`src/rtl/bos_spi_pkg.sv`:
```
// Shared definitions for the SPI register responder.
//   spi_state_e : frame FSM states
//   FRAME_LEN   : bits per frame, HDR_LEN : header bits (R/nW + address)
//   RNW_BIT     : R/nW position in the frame, HDR_RNW : same bit within the header byte
//   addr_hit()  : true when a 3-bit frame address maps onto the register file
package bos_spi_pkg;

  typedef enum logic [1:0] {
    ST_IDLE = 2'd0,
    ST_HDR  = 2'd1,
    ST_DATA = 2'd2,
    ST_HOLD = 2'd3
  } spi_state_e;

  localparam int FRAME_LEN = 16;
  localparam int HDR_LEN   = 8;
  localparam int RNW_BIT   = 15;
  localparam int HDR_RNW   = RNW_BIT - HDR_LEN;

  function automatic logic addr_hit(input logic [2:0] a, input int n);
    return int'(a) < n;
  endfunction

endpackage

```
`src/rtl/bos_sync_edge.sv`:
```
// One-bit synchronizer with rise/fall detection on the synchronized level.
//   clk_in, n_rst : system clock, async active-low reset (all flops clear to 0)
//   d             : asynchronous input pin
//   q             : synchronized level (STAGES flops deep)
//   rise, fall    : single-cycle pulses on q edges
module bos_sync_edge #(
  parameter int STAGES = 2
) (
  input  logic clk_in,
  input  logic n_rst,
  input  logic d,
  output logic q,
  output logic rise,
  output logic fall
);

  logic [STAGES-1:0] sync_q;
  logic              prev;

  always_ff @(posedge clk_in or negedge n_rst) begin
    if (!n_rst) begin
      sync_q <= '0;
      prev   <= 1'b0;
    end else begin
      sync_q <= STAGES'({sync_q, d});
      prev   <= sync_q[STAGES-1];
    end
  end

  assign q    = sync_q[STAGES-1];
  assign rise =  q & ~prev;
  assign fall = ~q &  prev;

endmodule

```
`src/rtl/bos_spi_responder.sv`:
```
// Mode-0 SPI responder with a small 8-bit register file.
// Frame: 16 bits MSB first = {R/nW, addr[6:0] (only [2:0] used), data[7:0]}.
// Optional read-back path is built only when BOS_SPI_RDBK_EN is defined;
// otherwise sdatao/sdatao_oe are tied low and reads complete with no effect.
//   clk_in, n_rst       : system clock, async active-low reset
//   sck, sdatai, sel    : asynchronous SPI pins from the initiator
//   sdatao, sdatao_oe   : read data and its drive enable
//   wr_stb/addr/data    : one-cycle committed-write strobe
//   frame_err           : one-cycle pulse on aborted or overlong frame
//   regs_q              : flattened register file, register 0 in the LSBs
module bos_spi_responder
  import bos_spi_pkg::*;
#(
  parameter int SYNC_STAGES = 2,
  parameter int REG_N       = 8
) (
  input  logic               clk_in,
  input  logic               n_rst,
  input  logic               sck,
  input  logic               sdatai,
  input  logic               sel,
  output logic               sdatao,
  output logic               sdatao_oe,
  output logic               wr_stb,
  output logic [2:0]         wr_addr,
  output logic [7:0]         wr_data,
  output logic               frame_err,
  output logic [8*REG_N-1:0] regs_q
);

  localparam int SW = $clog2(SYNC_STAGES + 1);

  // bit 0 = sck, bit 1 = sdatai, bit 2 = sel
  logic [2:0] pin_raw, pin_s, pin_rise, pin_fall;
  assign pin_raw = {sel, sdatai, sck};

  for (genvar g = 0; g < 3; g++) begin : g_sync
    bos_sync_edge #(.STAGES(SYNC_STAGES)) u_sync (
      .clk_in (clk_in),
      .n_rst  (n_rst),
      .d      (pin_raw[g]),
      .q      (pin_s[g]),
      .rise   (pin_rise[g]),
      .fall   (pin_fall[g])
    );
  end

  logic sck_rise, sck_fall, sdi, sel_s, sel_rise, sel_fall;
  assign sck_rise = pin_rise[0];
  assign sck_fall = pin_fall[0];
  assign sdi      = pin_s[1];
  assign sel_s    = pin_s[2];
  assign sel_rise = pin_rise[2];
  assign sel_fall = pin_fall[2];

  // The synchronizer clears to 0 on reset, so a sel held high across reset
  // would look like a rise. Wait until the chain reflects the pin, then
  // require sel to be seen low before any frame start is honoured.
  logic [SW-1:0] settle_cnt;
  logic          armed, start;

  always_ff @(posedge clk_in or negedge n_rst) begin
    if (!n_rst) begin
      settle_cnt <= '0;
      armed      <= 1'b0;
    end else if (settle_cnt != SW'(SYNC_STAGES)) begin
      settle_cnt <= settle_cnt + SW'(1);
    end else if (!sel_s) begin
      armed <= 1'b1;
    end
  end

  assign start = armed & sel_rise;

  // frame FSM
  spi_state_e state;
  logic [4:0] bit_cnt;
  logic [7:0] rx_sh, rx_next, hdr;
  logic       extra_seen;

  assign rx_next = {rx_sh[6:0], sdi};

  always_ff @(posedge clk_in or negedge n_rst) begin
    if (!n_rst) begin
      state      <= ST_IDLE;
      bit_cnt    <= '0;
      rx_sh      <= '0;
      hdr        <= '0;
      extra_seen <= 1'b0;
      wr_stb     <= 1'b0;
      wr_addr    <= '0;
      wr_data    <= '0;
      frame_err  <= 1'b0;
    end else begin
      wr_stb    <= 1'b0;
      frame_err <= 1'b0;
      case (state)
        ST_IDLE: if (start) begin
          // a coincident sck rise is the frame's first bit
          state      <= ST_HDR;
          extra_seen <= 1'b0;
          bit_cnt    <= sck_rise ? 5'd1 : 5'd0;
          if (sck_rise) rx_sh <= rx_next;
        end
        ST_HDR, ST_DATA: begin
          if (sel_fall) begin
            state     <= ST_IDLE;
            frame_err <= 1'b1;
          end else if (sck_rise) begin
            rx_sh   <= rx_next;
            bit_cnt <= bit_cnt + 5'd1;
            if (bit_cnt == 5'(HDR_LEN - 1)) begin
              hdr   <= rx_next;
              state <= ST_DATA;
            end
            if (bit_cnt == 5'(FRAME_LEN - 1)) begin
              state <= ST_HOLD;
              if (!hdr[HDR_RNW] && addr_hit(hdr[2:0], REG_N)) begin
                wr_stb  <= 1'b1;
                wr_addr <= hdr[2:0];
                wr_data <= rx_next;
              end
            end
          end
        end
        ST_HOLD: begin
          if (sel_fall) begin
            state <= ST_IDLE;
          end else if (sck_rise && !extra_seen) begin
            extra_seen <= 1'b1;
            frame_err  <= 1'b1;
          end
        end
        default: state <= ST_IDLE;
      endcase
    end
  end

  // register file
  logic [7:0] regs [REG_N];

  always_ff @(posedge clk_in or negedge n_rst) begin
    if (!n_rst) begin
      for (int r = 0; r < REG_N; r++) regs[r] <= '0;
    end else if (wr_stb) begin
      for (int r = 0; r < REG_N; r++)
        if (wr_addr == 3'(r)) regs[r] <= wr_data;
    end
  end

  for (genvar r = 0; r < REG_N; r++) begin : g_regq
    assign regs_q[8*r +: 8] = regs[r];
  end

`ifdef BOS_SPI_RDBK_EN
  logic [7:0] tx_sh, rd_byte;
  logic       tx_load, tx_shift, tx_clear;

  // unmapped addresses read as zero
  always_comb begin
    rd_byte = '0;
    for (int r = 0; r < REG_N; r++)
      if (rx_next[2:0] == 3'(r)) rd_byte = regs[r];
  end

  assign tx_load  = (state == ST_HDR) && !sel_fall && sck_rise &&
                    (bit_cnt == 5'(HDR_LEN - 1)) && rx_next[HDR_RNW];
  assign tx_shift = (state == ST_DATA) && !sel_fall && sck_fall && hdr[HDR_RNW];
  // drive ends on abort, outside a frame, and on the 16th fall (first fall in HOLD)
  assign tx_clear = sel_fall || (state == ST_IDLE) || ((state == ST_HOLD) && sck_fall);

  always_ff @(posedge clk_in or negedge n_rst) begin
    if (!n_rst) begin
      tx_sh     <= '0;
      sdatao    <= 1'b0;
      sdatao_oe <= 1'b0;
    end else begin
      if (tx_load) tx_sh <= rd_byte;
      if (tx_shift) begin
        sdatao    <= tx_sh[7];
        tx_sh     <= {tx_sh[6:0], 1'b0};
        sdatao_oe <= 1'b1;
      end else if (tx_clear) begin
        sdatao    <= 1'b0;
        sdatao_oe <= 1'b0;
      end
    end
  end
`else
  assign sdatao    = 1'b0;
  assign sdatao_oe = 1'b0;
`endif

  // sck level, sdatai edges and ignored address bits 14:11 are not needed
  logic unused_pins;
  assign unused_pins = ^{pin_s[0], pin_rise[1], pin_fall[1], hdr[6:3], sck_fall};

endmodule

```
`config.mk`:
```
export PLATFORM = sky130hd
export DESIGN_NAME = bos_spi_responder
export DESIGN_NICKNAME = d
export VERILOG_FILES = /design/src/rtl/bos_spi_pkg.sv /design/src/rtl/bos_sync_edge.sv /design/src/rtl/bos_spi_responder.sv
export SDC_FILE = /design/constraint.sdc
export NUM_CORES = 1
export LEC_CHECK = 0
export CAP_MARGIN = 5
export CORE_MARGIN = 10
export CORE_UTILIZATION = 55
export CTS_CLUSTER_DIAMETER = 150
export CTS_CLUSTER_SIZE = 40
export DETAILED_ROUTE_END_ITERATION = 16
export HOLD_SLACK_MARGIN = 0.15
export PLACE_DENSITY = 0.89
export SLEW_MARGIN = 10
export SYNTH_ARGS = -nofsm -noshare
export SYNTH_HDL_FRONTEND = slang
export SYNTH_SLANG_ARGS = --single-unit
```
`constraint.sdc`:
```
create_clock -name clk_in -period 4.9 [get_ports clk_in]
set_input_delay 0.98 -clock clk_in [delete_from_list [all_inputs] [get_ports clk_in]]
set_output_delay 0.98 -clock clk_in [all_outputs]
set_load 0.02 [all_outputs]
```
After elaboration in Yosys (flattened, before gate mapping)
Cells that the tools add are included.
W data, S select, Z words.
{"block": "totals", "reg_bits": 112, "latch_bits": 0, "mem_bits_rw": 0, "rom_bits": 0, "inputBits": 5, "output_inout_bits": 79, "mem_count": 0}
{"block": "op_classes", "add_sub_neg": 2, "multipliers": 0, "div_mod_pow": 0, "magnitude_cmp": 0, "n_eq_ne": 21, "n_shift": 0, "mux": 29, "n_bitwise": 10, "n_reduce_logical": 22}
{"op": "$mux W8", "count": 3}
{"op": "$reduce_and A2 Y1", "count": 9}
{"op": "$pmux W8 S2", "count": 1}
{"op": "$reduce_and A4 Y1", "count": 4}
{"op": "$mux W5", "count": 3}
{"op": "$eq A3 B3 Y1 const B", "count": 4}
{"op": "$mux W1", "count": 12}
{"op": "$mux W2", "count": 6}
{"op": "$ne A2 B2 Y1 const B", "count": 6}
{"op": "$pmux W5 S2", "count": 1}
{"op": "$eq A3 B2 Y1 const B", "count": 2}
{"op": "$not A1 Y1", "count": 6}
{"op": "$pmux W2 S3", "count": 1}
{"op": "$add A5 B1 Y5 const B", "count": 1}
{"op": "$eq A5 B3 Y1 const B", "count": 1}
{"op": "$eq A5 B4 Y1 const B", "count": 1}
{"op": "$reduce_and A5 Y1", "count": 1}
{"op": "$and A1 B1 Y1", "count": 4}
{"op": "$eq A2 B2 Y1 const B", "count": 2}
{"op": "$ne A4 B3 Y1 const B", "count": 1}
{"op": "$pmux W1 S2", "count": 2}
{"op": "$reduce_bool A2 Y1", "count": 2}
{"op": "$eq A3 B1 Y1 const B", "count": 1}
{"op": "$logic_not A3 Y1", "count": 1}
{"op": "9 further kinds", "count": 9}

Longest topological paths before layout
{"block": "depth", "depth_word": 6, "ltp_mapped": 7}

Hierarchy
A second synthesis with hierarchy kept.
{"block": "unflattened", "hier_cells": 284, "area_unflattened_um2": 4340.4}
{"module": "bos_spi_responder", "instances": 1, "cells_each": 269, "area_per_inst_um2": 4070.2, "seq_area_each_um2": 2477.4}
{"module": "bos_sync_edge", "instances": 3, "cells_each": 5, "area_per_inst_um2": 90.1, "seq_area_each_um2": 75.1}

Least setup slack after synthesis
No wires, ideal clock.
{"block": "synth_path", "path_kind": "reg2reg", "startpoint": "register bit_cnt[0]", "endpoint": "register wr_addr[0]", "setup_time_ps": 125, "arrival_time_ps": 1776, "required_ps": 4775, "path_slack_ps": 2999, "path_stages_with_launch": 7, "path_buffers": 1, "period_less_slack_ps": 1901, "path_cell_list": "dfrtp_1 ha_1 and3_1 ha_1 or4b_4 buf_6 mux2_4"}
{"block": "synth_via", "elab_chain_cells": 2}
{"element": "start: declaration", "line": "bos_spi_responder.sv:77", "text": "logic [4:0] bit_cnt;"}
{"element": "start signal: assignment", "line": "bos_spi_responder.sv:102", "text": "bit_cnt <= sck_rise ? 5'd1 : 5'd0;"}
{"element": "start signal: assignment", "line": "bos_spi_responder.sv:111", "text": "bit_cnt <= bit_cnt + 5'd1;"}
{"element": "$eq A5 B4 Y1", "line": "bos_spi_responder.sv:116", "text": "if (bit_cnt == 5'(FRAME_LEN - 1)) begin"}
{"element": "$reduce_and A5 Y1 (no source line)"}
{"element": "end signal: assignment", "line": "bos_spi_responder.sv:120", "text": "wr_addr <= hdr[2:0];"}
{"element": "end: declaration", "line": "bos_spi_responder.sv:25", "text": "output logic [2:0] wr_addr,"}
Every way passes these cells.
A chain may end at the register's enable or synchronous reset.

Worst setup path in the final report
{"block": "layout_path", "startpoint": "register wr_data[4]", "endpoint": "output port wr_data[4]"}
{"element": "start: declaration", "line": "bos_spi_responder.sv:26", "text": "output logic [7:0] wr_data,"}
{"element": "start signal: assignment", "line": "bos_spi_responder.sv:121", "text": "wr_data <= rx_next;"}
No word-level cell between the ends.

==> impl_metrics.yaml <==
final_layout:
  antenna-diode-count: 0
  syn_to_final_growth_pct: 25.5
  nets: 374
  fin_cells: 470
  layout-drive-gt1-share_pct: 31.3
  stdcell_area_um2: 5370
setup_path:
  worstRegToRegCells: 5
  worst_r2r_endpoint: "wr_data[4]"
  arrival_ns: 1.63
  crit_required_ns: 3.92
  path_class: "reg2out"
  path_depth: 1
  slowest_stage: "clkdlybuf4s50_1"
  cp_cell_sequence: "clkdlybuf4s50_1"
  start_kind: "flop"
  cp_max_fo: 10
  reg2reg_slack_ns: 2.72
  slowest_delay_ns: 0.69
  cp_top_family: "buffers and inverters"
  r2r_start: "state[0]"
  critPathBufInv: 1
  end_kind: "output pin"
synthesis:
  ys_types: 44
  synthMuxAreaShare_pct: 24.4
  yosys_warnings: 0
  synthXorXnorAreaFrac_pct: 0.205
  syn_inst: 277
  synth_compound_area_share_pct: 2.60
  ys_seq_elements: 107
  synth_top_family_by_area: "multiplexers"
  syn_area_per_cell_um2: 15.5
  synthSimpleGateAreaFrac_pct: 6.75
  synth_edf_count: 0
  yosysSeqAreaShare_pct: 62.5
  syn_area_um2: 4280
  synthArstFlopShare_pct: 100
  synth_flop_cell: "dfrtp_1"
  synth-adder-area-share_pct: 1.75
floorplan:
  die-width_um: 108
  coreArea_um2: 7650
  rows: 32
  fp.dieH_um: 108
  pin_count: 84
  die_area_um2: 11700
  initial_core_util_pct: 56.0
clock_tree:
  clkLatencyLatePin_ns: 0.37
  cts_root_buf: "clkbuf_8"
  post_cts_resized: 0
  holdBufCountCts: 0
  cts_tree: "done"
  post-cts-setup-buffer-count: 0
  clock_sinks: 107
  path_clk_slew_ns: 0.10
  clockBufferDepth: 2
  cts_buffers: 9
  htreeDepth: 3
timing:
  hold_violations: 0
  fin_ws_ns: 2.29
  tightest_slew_ns: 0.836
  clock_skew_ns: 0.0110
  tns_ns: 0
  setup_violations: 0
  rsz0062_at_grt: "no"
  period_share_pct: 53.3
  slew_headroom_pct: 44.0
  fmax_ghz: 0.383
  final_max_slew_viol_count: 0
  finalCriticalPeriod_ns: 2.61
grt:
  grt.overflow.total: 0
  grt_start_max_net_pins: 62
  grt_usage_pct: 15.8
  antenna_found_initial: 0
  grt_pass1_vias: 2678
  grt_pass1_wl_um: 14400
place:
  place_inst: 454
  hpwl_um: 6730
  place_congestion: 0.872
  dpl_worst_slack_ns: 2.68
  port_buffers: 81
  placed_area_um2: 5180
run_status:
  status: "finished, final reports clean"
worst_hold_path:
  min_path_cells: 0
  hp-start: "g_sync[0].u_sync.sync_q[0]"
  hold_end: "g_sync[0].u_sync.sync_q[1]"
  hold_class: "reg2reg"
drt:
  via_count: 2552
  drtPass1Iterations: 4
  drt-initial-drc-count: 60
  drc: 0
  wl_per_cell_um: 19.5
  final_antenna_net_count: 0
  via_per_inst: 5.43
  drt-total-wl_um: 9180
power_and_ir_drop:
  power_per_cell_area_nw_per_um2: 335
  leakagePower_nw: 2.55
  vdd_drop_max_uv: 228
run:
  cap_violations: 0
routing by layer:
layer,GRT usage (%),wire length [um],vias to the layer above
met4,6.58,167,0
met1,18.5,3760,1294
met5,0,0,-
met2,27.2,4650,77
met3,4.05,605,13
li1,-,-,1168
stage by stage:
step	hold slack (ns)	util (%)	power [mW]
final	0.356	70.2	1.80
after global routing	0.359	70.2	1.89
after CTS	0.357	70.2	1.81
after detailed placement	0.335	67.8	1.30
after global placement	0.334	67.8	1.29
after floorplan	0.331	-	1.21
registers in the layout, summed over array words and instances, names as in the netlist:
name                  count
armed                     1
bit_cnt                   5
extra_seen                1
frame_err                 1
g_sync.u_sync.prev        2
g_sync.u_sync.sync_q      6
hdr                       4
regs_q                   64
rx_sh                     7
settle_cnt                2
state                     2
wr_addr                   3
wr_data                   8
wr_stb                    1
layout by cell type (no fill, tap or decap), drive strengths merged, types with 2 or more instances in the layout:
cell	netlist	routed
a31oi	2	2
buf	4	2
clkbuf	4	9
clkdlybuf4s50	0	80
conb	1	2
dfrtp	107	107
ha	6	6
inv	7	12
mux2	87	87
mux2i	3	3
nand2	6	6
nand2b	3	3
nand3	3	3
nand4	2	2
nand4b	3	3
nor2	4	4
nor2b	2	2
nor3	3	3
nor3b	4	4
o211ai	2	2
o21ai	7	7
o2bb2ai	2	2
or4b	3	3
cell usage after synthesis, drive strengths merged, types with 3 or more instances:
cell	count	area [um^2]
buf	4	31.3
clkbuf	4	15.0
dfrtp	107	2680
ha	6	75.1
inv	7	26.3
mux2	87	1010
mux2i	3	30.0
nand2	6	25.0
nand2b	3	26.3
nand3	3	15.0
nand4b	3	26.3
nor2	4	15.0
nor3	3	25.0
nor3b	4	45.1
o21ai	7	38.8
or4b	3	33.8
power by group:
| part | switching, mW | leakage [nW] | internal [mW] |
|---|---|---|---|
| combinational | 0.146 | 1.01 | 0.126 |
| sequential | 0.0645 | 1.44 | 0.948 |
| clock | 0.317 | 0.0947 | 0.198 |
cells by family (layout without fill, tap and decap cells):
| family | count (synthesis) | in the layout |
|---|---|---|
| flip-flops | 107 | 107 |
| multiplexers | 90 | 90 |
| AND/OR/NAND/NOR | 40 | 40 |
| AO/OA/AOI/OAI | 17 | 17 |
| buffers and inverters | 15 | 105 |
| adder cells (fa/ha/maj) | 6 | 6 |
| other | 1 | 2 |
| XOR/XNOR | 1 | 1 |
worst max path at each step:
| stage | from | end | slack [ns] |
|---|---|---|---|
| 6_report | wr_data[4] | wr_data[4] | 2.29 |
| 5_1_grt | wr_data[4] | wr_data[4] | 2.21 |
| 4_1_cts | wr_data[4] | wr_data[4] | 2.27 |
| 3_5_place_dp | wr_data[4] | wr_data[4] | 2.68 |
| 3_3_place_gp | wr_data[2] | wr_data[2] | 2.71 |
| 2_1_floorplan | bit_cnt[0] | wr_addr[0] | 3.00 |
final cells by class:
type | instances | area (um^2)
multi-input cells | 156 | 1540
flip-flops and latches | 107 | 2680
fillers | 499 | 2280
inverters | 7 | 26.3
clock inverters | 7 | 65.1
repair buffers | 82 | 816
well taps | 102 | 128
clock buffers | 9 | 124
No activity file was read; power rests on OpenSTA's default activity.
